==> src/rtl/alt_disable_if.sv <==
// Memory port bundle for alt_disable: address/mode/write data out, read data in.
interface alt_disable_if #(
    parameter int addrBits = 8,
    parameter int dataBits = 16
) ();
    logic [addrBits-1:0] address;
    logic                readWriteMode;
    logic [dataBits-1:0] dataOut;
    logic [dataBits-1:0] dataIn;

    modport master (
        output address,
        output readWriteMode,
        output dataIn,
        input  dataOut
    );

    modport slave (
        input  address,
        input  readWriteMode,
        input  dataIn,
        output dataOut
    );
endinterface

==> src/rtl/alt_disable.sv <==
// ALT disable: walks a channel list, clears our own stale enables and
// records the first channel that already holds a waiting sender.
module alt_disable #(
    parameter int addrBits = 8,
    parameter int dataBits = 16
) (
    input  logic                clk,
    input  logic                reset,
    output logic                finished,
    alt_disable_if.master       ram,
    input  logic [addrBits-1:0] channelList,
    input  logic [addrBits-1:0] channelCount,
    input  logic [addrBits-1:0] rxPid,
    output logic                selected,
    output logic [addrBits-1:0] selectedChannel,
    output logic [addrBits-1:0] selectedIndex
);
    localparam logic RAM_READ  = 1'b0;
    localparam logic RAM_WRITE = 1'b1;

    typedef enum logic [2:0] {
        INIT,
        FETCH_CHAN,
        CHECK,
        WRITE_0,
        WRITE_1,
        DONE
    } state_t;

    state_t              state;
    state_t              nextState;
    logic [addrBits-1:0] rIdx;
    logic [addrBits-1:0] rChan;
    logic [addrBits-1:0] word;
    logic                clearHit;
    logic                listEnd;

    assign word     = ram.dataOut[addrBits-1:0];
    assign clearHit = (rxPid != '0) && (word == rxPid);
    assign listEnd  = (channelCount == rIdx);

    always_ff @(posedge clk) begin
        if (!reset) begin
            state           <= INIT;
            rIdx            <= '0;
            rChan           <= '0;
            finished        <= 1'b0;
            selected        <= 1'b0;
            selectedChannel <= '0;
            selectedIndex   <= '0;
        end else begin
            state    <= nextState;
            finished <= 1'b0;
            unique case (state)
                INIT: begin
                    if (listEnd)
                        finished <= 1'b1;
                end
                FETCH_CHAN: begin
                    rChan <= word;
                end
                CHECK: begin
                    if (!clearHit) begin
                        rIdx <= rIdx + 1'b1;
                        // Only the lowest-index ready entry is kept.
                        if (word != '0 && !selected) begin
                            selected        <= 1'b1;
                            selectedChannel <= rChan;
                            selectedIndex   <= rIdx;
                        end
                    end
                end
                WRITE_1: begin
                    rIdx <= rIdx + 1'b1;
                end
                default: ;
            endcase
        end
    end

    always_comb begin
        nextState = state;
        unique case (state)
            INIT:       nextState = listEnd ? DONE : FETCH_CHAN;
            FETCH_CHAN: nextState = CHECK;
            CHECK:      nextState = clearHit ? WRITE_0 : INIT;
            WRITE_0:    nextState = WRITE_1;
            WRITE_1:    nextState = INIT;
            DONE:       nextState = DONE;
            default:    nextState = INIT;
        endcase
    end

    always_comb begin
        ram.address       = channelList + rIdx;
        ram.readWriteMode = RAM_READ;
        ram.dataIn        = '0;
        unique case (state)
            FETCH_CHAN: ram.address = word;
            CHECK:      ram.address = rChan;
            WRITE_0, WRITE_1: begin
                ram.address       = rChan;
                ram.readWriteMode = RAM_WRITE;
            end
            default: ;
        endcase
    end
endmodule

==> src/flat_wrapper.sv <==
// flat-port wrapper written by rule: the top's interface ports become plain ports
module alt_disable_flat 
#(
    parameter int addrBits = 8,
    parameter int dataBits = 16
)
  (clk, reset, finished, channelList, channelCount, rxPid, selected, selectedChannel, selectedIndex, ram_address, ram_readWriteMode, ram_dataIn, ram_dataOut);
  alt_disable_if #(.addrBits(addrBits), .dataBits(dataBits)) ram_i ();
  input  logic clk;
  input  logic reset;
  output logic finished;
  input  logic [addrBits-1:0] channelList;
  input  logic [addrBits-1:0] channelCount;
  input  logic [addrBits-1:0] rxPid;
  output logic selected;
  output logic [addrBits-1:0] selectedChannel;
  output logic [addrBits-1:0] selectedIndex;
  output wire logic [$bits(ram_i.address)-1:0] ram_address;
  output wire logic [$bits(ram_i.readWriteMode)-1:0] ram_readWriteMode;
  output wire logic [$bits(ram_i.dataIn)-1:0] ram_dataIn;
  input wire logic [$bits(ram_i.dataOut)-1:0] ram_dataOut;
  assign ram_address = ram_i.address;
  assign ram_readWriteMode = ram_i.readWriteMode;
  assign ram_dataIn = ram_i.dataIn;
  assign ram_i.dataOut = ram_dataOut;
  alt_disable #(.addrBits(addrBits), .dataBits(dataBits)) u_core (.clk(clk), .reset(reset), .finished(finished), .ram(ram_i), .channelList(channelList), .channelCount(channelCount), .rxPid(rxPid), .selected(selected), .selectedChannel(selectedChannel), .selectedIndex(selectedIndex));
endmodule
==> config.mk <==
export PLATFORM = sky130hd
export DESIGN_NAME = alt_disable_flat
export DESIGN_NICKNAME = d
export VERILOG_FILES = /design/src/rtl/alt_disable_if.sv /design/src/rtl/alt_disable.sv /design/src/flat_wrapper.sv
export SDC_FILE = /design/constraint.sdc
export NUM_CORES = 1
export LEC_CHECK = 0
export BUFFER_PORTS_ARGS = -buffer_cell sky130_fd_sc_hd__buf_4
export CORE_MARGIN = 2
export CORE_UTILIZATION = 40
export CTS_CLUSTER_SIZE = 20
export DETAILED_ROUTE_END_ITERATION = 10
export PLACE_DENSITY = 0.67
export SYNTH_ARGS = -nofsm -noshare
export SYNTH_HDL_FRONTEND = slang
export SYNTH_SLANG_ARGS = --single-unit
==> constraint.sdc <==
create_clock -name clk -period 2.2 [get_ports clk]
set_input_delay 0 -clock clk [delete_from_list [all_inputs] [get_ports clk]]
set_output_delay 0 -clock clk [all_outputs]
set_load 0.005 [all_outputs]
==> flow_metrics.py, run 1 <==
metrics = {
    "pwr": {
        "internal_power_mw": 1.236,
        "clkPwrFrac_pct": 36.6,
        "switching_share_pct": 26.57,
        "p_per_area_nw_per_um2": 567.0,
        "power_frac_comb_pct": 21.0,
        "power_frac_seq_pct": 42.4,
        "power_switching_mw": 0.4472,
        "ir_worst_vdd_uv": 249.2,
        "leakage_nw": 1.355,
        "p_total_mw": 1.683,
    },
    "clocking": {
        "cts_sinks": 37,
        "cts_inserted_buffers": 5,
        "cts_tree": "yes",
        "clk_latency_ps": 290,
        "cts_buffer_depth": 2,
        "cts_htree_levels": 2,
        "cts_root_buf": "clkbuf_8",
        "clk_pin_slew_worst_paths_ps": 80,
    },
    "yosys": {
        "synth_top_area_share_pct": 32.30,
        "synth_compound_area_share_pct": 13.37,
        "synth.avg_cell_area_um2": 8.787,
        "synth_top_family_by_area": "simple AND/OR/NAND/NOR gates",
        "yosysMostFrequentCell": "dfxtp_1",
        "synth_cell_types": 45,
        "yosysWarnings": 0,
        "synthSimpleGateAreaFrac_pct": 22.53,
        "synth_edf_count": 0,
        "syn_inst": 261,
        "ys_seq_area_share_pct": 32.30,
        "synthTopCellsByArea": "dfxtp_1, mux2i_1, nor2b_1, xor2_1, buf_4",
        "ys_top_cells_by_count": "dfxtp_1, nand2_1, nor2b_1, mux2i_1, buf_4",
        "synthFlopType": "dfxtp_1",
        "netlist_area_um2": 2293,
        "async_flop_share_pct": 0,
        "yosysTopAreaCell": "dfxtp_1",
        "synthMuxAreaShare_pct": 7.420,
        "synth-xor-area-share_pct": 9.547,
        "ys_ff_latch": 37,
        "synthAdderAreaFrac_pct": 5.237,
    },
    "sta": {
        "fmax_ghz": 0.4645,
        "min_period_over_period_pct": 97.85,
        "rsz0062_at_grt": "yes",
        "setup_tns_ps": 0,
        "setup_viol": 0,
        "hold_violations": 0,
        "skew_ps": 4.554,
        "timing.final.ws_setup_ps": 47.24,
        "slew_violations": 0,
        "period_needed_ps": 2153,
    },
    "route": {
        "wl_um": 5356,
        "ant_nets": 0,
        "post_drt_wl_per_cell_um": 13.39,
        "dr.pass1.iters": 4,
        "drc": 0,
        "drtIter0Drc": 71,
        "dr_total_vias": 1924,
        "viasPerCell": 4.810,
    },
    "finish": {
        "final_util_pct": 53.90,
        "drive_gt1_share_pct": 28.96,
        "final_nets": 378,
        "area_growth_pct": 29.41,
        "diodes": 0,
    },
    "setup_path": {
        "rr_worst_depth": 6,
        "crit_path_max_fanout": 3,
        "r2r_slack_ps": 510,
        "worstPathRequired_ps": 2200,
        "critPathKind": "register to output port",
        "crit_arrival_ps": 2150,
        "cp-end-kind": "output port",
        "r2r-end": "u_core.selectedIndex[0]",
        "timing.rr.start": "u_core.state[1]",
        "worstSetupStartpointType": "register",
    },
    "place": {
        "hpwl_um": 4018,
        "portBuffers": 60,
        "pre_cts_slack_ps": 176.2,
        "gp_congestion": 0.7675,
    },
    "worst_hold_path": {
        "min_from": "ram_dataOut[0]",
        "holdPathStages": 3,
        "holdPathEnd": "u_core.rChan[0]",
        "holdCritPathClass": "primary input to register",
    },
    "floorplan": {
        "num_rows": 27,
        "die_w_um": 79.72,
        "core_um2": 5507,
        "initial_utilization_pct": 41.65,
        "dieArea_um2": 6355,
        "die_h_um": 79.72,
        "num_io_pins": 85,
    },
    "global_route": {
        "grt_max_degree": 41,
        "overflow": 0,
        "antenna_found_initial": 0,
        "grt_pass1_vias": 1710,
        "grt_pass1_wl_um": 8528,
        "track_usage_pct": 17.14,
    },
    "flow_run": {
        "maxCapViolations": 0,
    },
    "run_status": {
        "status": "completed",
    },
}
through the flow:
step / cells / hold WS [ps] / cell area (um2)
after floorplan: 276 / 127.7 / 2350
after global placement: 387 / 284.8 / 2745
after detailed placement: 387 / 297.2 / 2745
after CTS: 396 / 6.229 / 2884
after global routing: 400 / 18.45 / 2968
final: 400 / 8.825 / 2968
per-layer routing:
metal | share of wire (%) | track usage (%) | vias up
met4 | 0.90 | 4.138 | 0
met2 | 46 | 26.64 | 55
met1 | 47 | 24.34 | 865
li1 | - | - | 999
met5 | 0 | 0 | -
met3 | 5.7 | 3.394 | 5
power by group through the flow:
| stage | registers (mW) | clock network (mW) | logic [mW] |
|---|---|---|---|
| global placement | 0.729 | 0 | 0.339 |
| finish | 0.714 | 0.616 | 0.353 |
| floorplan | 0.723 | 0 | 0.219 |
| global route | 0.717 | 0.662 | 0.394 |
| CTS | 0.714 | 0.628 | 0.347 |
| detailed placement | 0.730 | 0 | 0.344 |
final cells by class:
class | instances | area [um2]
clock buffers | 7 | 86.33
clock inverters | 1 | 30.03
fillers | 534 | 2539
inverters | 9 | 33.78
multi-input cells | 204 | 1451
flip-flops and latches | 37 | 748.2
well taps | 72 | 90.09
repair buffers | 70 | 528.0
placed cells by master (no fill, tap or decap), types with 5 or more instances in the layout:
| cell | instances |
|---|---|
| nand2_1 | 28 |
| nor2b_1 | 20 |
| o211ai_1 | 8 |
| mux2i_1 | 17 |
| nor2_1 | 13 |
| dfxtp_1 | 33 |
| buf_4 | 69 |
| xor2_1 | 14 |
| a21boi_1 | 9 |
| xnor2_1 | 11 |
| conb_1 | 16 |
| and2_1 | 8 |
| inv_1 | 8 |
| clkbuf_8 | 6 |
| ha_1 | 5 |
| nor4_1 | 6 |
sequential cells by signal, summed over array words and instances, names as in the netlist:
register and cells:
u_core.rIdx 8, u_core.selectedChannel 8, u_core.rChan 8, u_core.selectedIndex 8
u_core.state 3, u_core.selected 1, u_core.finished 1
cell families (layout without fill, tap and decap cells):
| group | Yosys count | count (layout) |
|---|---|---|
| and+or+nand+nor | 95 | 95 |
| adders and majority gates | 9 | 9 |
| xor gates and xnor gates | 25 | 25 |
| other | 1 | 16 |
| DFF | 37 | 37 |
| AOI/OAI and AO/OA | 42 | 42 |
| muxes | 17 | 17 |
| buffers and inverters | 35 | 87 |
worst max path at each step:
stage | end | cells past startpoint | startpoint
after CTS | ram_address[6] | 10 | u_core.rIdx[0]
after global routing | ram_address[7] | 8 | u_core.rIdx[1]
after detailed placement | ram_address[7] | 7 | u_core.rIdx[2]
final | ram_address[7] | 8 | u_core.rIdx[1]
after global placement | ram_address[7] | 7 | u_core.rIdx[2]
after floorplan | ram_address[6] | 9 | u_core.rIdx[0]
worst max-delay path, stage by stage, from the launching register on:
cell and delay, ps:
dfxtp_2 360, ha_4 200, a21oi_2 110, nor2b_1 60
o31a_1 330, o41ai_2 330, xnor2_1 100, o211ai_1 220
buf_4 150
what timing repair did:
action,4_1_cts,5_1_grt
endpoints found under the hold margin,1,0
pin swaps,1,6
setup buffers,0,4
endpoints found under the setup margin,2,3
hold buffers,1,0
resized for setup,3,14
No activity file was read; power rests on OpenSTA's default activity.
==> inputs of run 2 (changes only) <==
--- a/config.mk
+++ b/config.mk
@@ -10,7 +10,8 @@
 export CORE_UTILIZATION = 40
 export CTS_CLUSTER_SIZE = 20
 export DETAILED_ROUTE_END_ITERATION = 10
-export PLACE_DENSITY = 0.67
+export PLACE_DENSITY = 0.79
+export SETUP_SLACK_MARGIN = 0.2
 export SYNTH_ARGS = -nofsm -noshare
 export SYNTH_HDL_FRONTEND = slang
 export SYNTH_SLANG_ARGS = --single-unit
==> run 2 against run 1 <==
Sequential share of layout area down 0.61 points. Total power up 1.3%. Critical path type unchanged. Clock power about the same. Non-clock buffer count up 3. Largest power group unchanged. Largest cell class unchanged.
==> flow_metrics.py, run 2 (synthesis results as in run 1) <==
metrics = {
    "place": {
        "gp_congestion": 0.7968,
        "pre_cts_slack_ps": 240.4,
        "portBuffers": 60,
        "hpwl_um": 4232,
    },
    "setup_path": {
        "crit_arrival_ps": 2060,
        "max_stage_delay_ps": 390,
        "worstSetupStartpointType": "register",
        "crit_chain": "buf_4, inv_1, fa_2, nor2b_4, o21ai_4, a21oi_2, o21ai_2, mux2i_1, nand2_1, buf_6",
        "worstPathRequired_ps": 2200,
        "critPathKind": "register to output port",
        "cp-end-kind": "output port",
        "crit_path_max_fanout": 2,
        "crit_path_top_delay_cell": "fa_2",
    },
    "route": {
        "ant_nets": 0,
        "drtIter0Drc": 148,
        "post_drt_wl_per_cell_um": 14.80,
        "drc": 0,
        "wl_um": 5963,
        "dr_total_vias": 2030,
        "viasPerCell": 5.037,
        "dr.pass1.iters": 4,
    },
    "clocking": {
        "cts_tree": "yes",
        "cts_sinks": 37,
        "clk_pin_slew_worst_paths_ps": 70,
        "cts_htree_levels": 2,
        "cts_inserted_buffers": 5,
        "cts_buffer_depth": 2,
        "clk_latency_ps": 290,
        "cts_root_buf": "clkbuf_8",
    },
    "floorplan": {
        "die_h_um": 79.72,
        "die_w_um": 79.72,
        "num_io_pins": 85,
        "core_um2": 5507,
        "dieArea_um2": 6355,
        "num_rows": 27,
        "initial_utilization_pct": 41.65,
    },
    "sta": {
        "slew_violations": 0,
        "setup_viol": 0,
        "fmax_ghz": 0.4848,
        "period_needed_ps": 2063,
        "rsz0062_at_grt": "yes",
        "hold_violations": 0,
        "skew_ps": 3.018,
        "setup_tns_ps": 0,
        "min_period_over_period_pct": 93.76,
        "timing.final.ws_setup_ps": 137.2,
    },
    "global_route": {
        "track_usage_pct": 19.21,
        "grt_max_degree": 41,
        "grt_pass1_vias": 2001,
        "use_met3_pct": 4.977,
        "use_met1_pct": 22.99,
        "antenna_found_initial": 0,
        "busiest_layer": "met2",
        "grt_util_met2_pct": 32.69,
        "overflow": 0,
        "grt_pass1_wl_um": 9515,
    },
    "flow_run": {
        "maxCapViolations": 0,
    },
    "pwr": {
        "p_per_area_nw_per_um2": 555.7,
        "leakage_nw": 1.382,
        "ir_worst_vdd_uv": 296.6,
    },
    "finish": {
        "area_growth_pct": 33.72,
        "final.fill_count": 489,
        "layout_common_cells": "buf_4, dfxtp_1, nand2_1",
        "final_common_cell": "buf_4",
        "diodes": 0,
        "drive_gt1_share_pct": 32.63,
        "final_nets": 381,
    },
    "worst_hold_path": {
        "holdCritPathClass": "primary input to register",
    },
    "run_status": {
        "status": "completed",
    },
}
-- run 2: layer usage --
layer	vias up	routed length (um)
met2	76	2906
met3	15	418
met4	0	159
met5	-	0
met1	935	2479
li1	1004	-
-- run 2: power breakdown --
part           total (mW)  internal, mW  switching (mW)  leakage (nW)
Sequential          0.712         0.688          0.0243         0.303
Combinational       0.373         0.185           0.188          1.02
Clock               0.619         0.370           0.249        0.0585
-- run 2: worst paths after layout --
kind | startpoint | end | slack (ps) | cells after the start
setup / recovery | u_core.rIdx[1] | ram_address[6] | 140 | 10
hold / removal | ram_dataOut[0] | u_core.rChan[0] | 10 | 3
setup reg to reg | u_core.state[2] | u_core.rIdx[3] | 580 | 5
hold reg to reg | u_core.selected | u_core.selected | 470 | 2
-- run 2: critical path, delay by kind of cell, from the launching register on --
| kind | cells | cell delay, ps |
|---|---|---|
| compound gates | 3 | 330 |
| mux | 1 | 170 |
| simple gates | 2 | 240 |
| buf+inv | 3 | 280 |
| flops | 1 | 350 |
| fa+ha+maj | 1 | 390 |
-- run 2: what timing repair did --
item / 4_1_cts / 5_1_grt
setup endpoints to repair: 4 / 5
pin swaps: 10 / 9
endpoints found under the hold margin: 1 / 0
hold buffers: 1 / 0
resized for setup: 19 / 15
setup buffers: 5 / 1
-- run 2: final cells by class --
| type | count | area, um2 | area share, % |
|---|---|---|---|
| repair buffers | 73 | 554.3 | 18.07 |
| inverters | 9 | 33.78 | 1.102 |
| flip-flops and latches | 37 | 754.5 | 24.60 |
| clock inverters | 1 | 30.03 | 0.9792 |
| multi-input cells | 204 | 1518 | 49.49 |
| clock buffers | 7 | 86.33 | 2.815 |
| well taps | 72 | 90.09 | 2.938 |
-- run 2: metrics by stage --
stage	power, mW	util [%]	hold slack [ps]	cells	cell area (um2)
after floorplan	0.9419	-	127.7	276	2350
after global placement	1.066	49.99	283.7	388	2753
after detailed placement	1.076	49.99	288.2	388	2753
after CTS	1.710	54.42	3.215	402	2997
after global routing	1.788	55.69	3.169	403	3067
final	1.704	55.69	9.809	403	3067
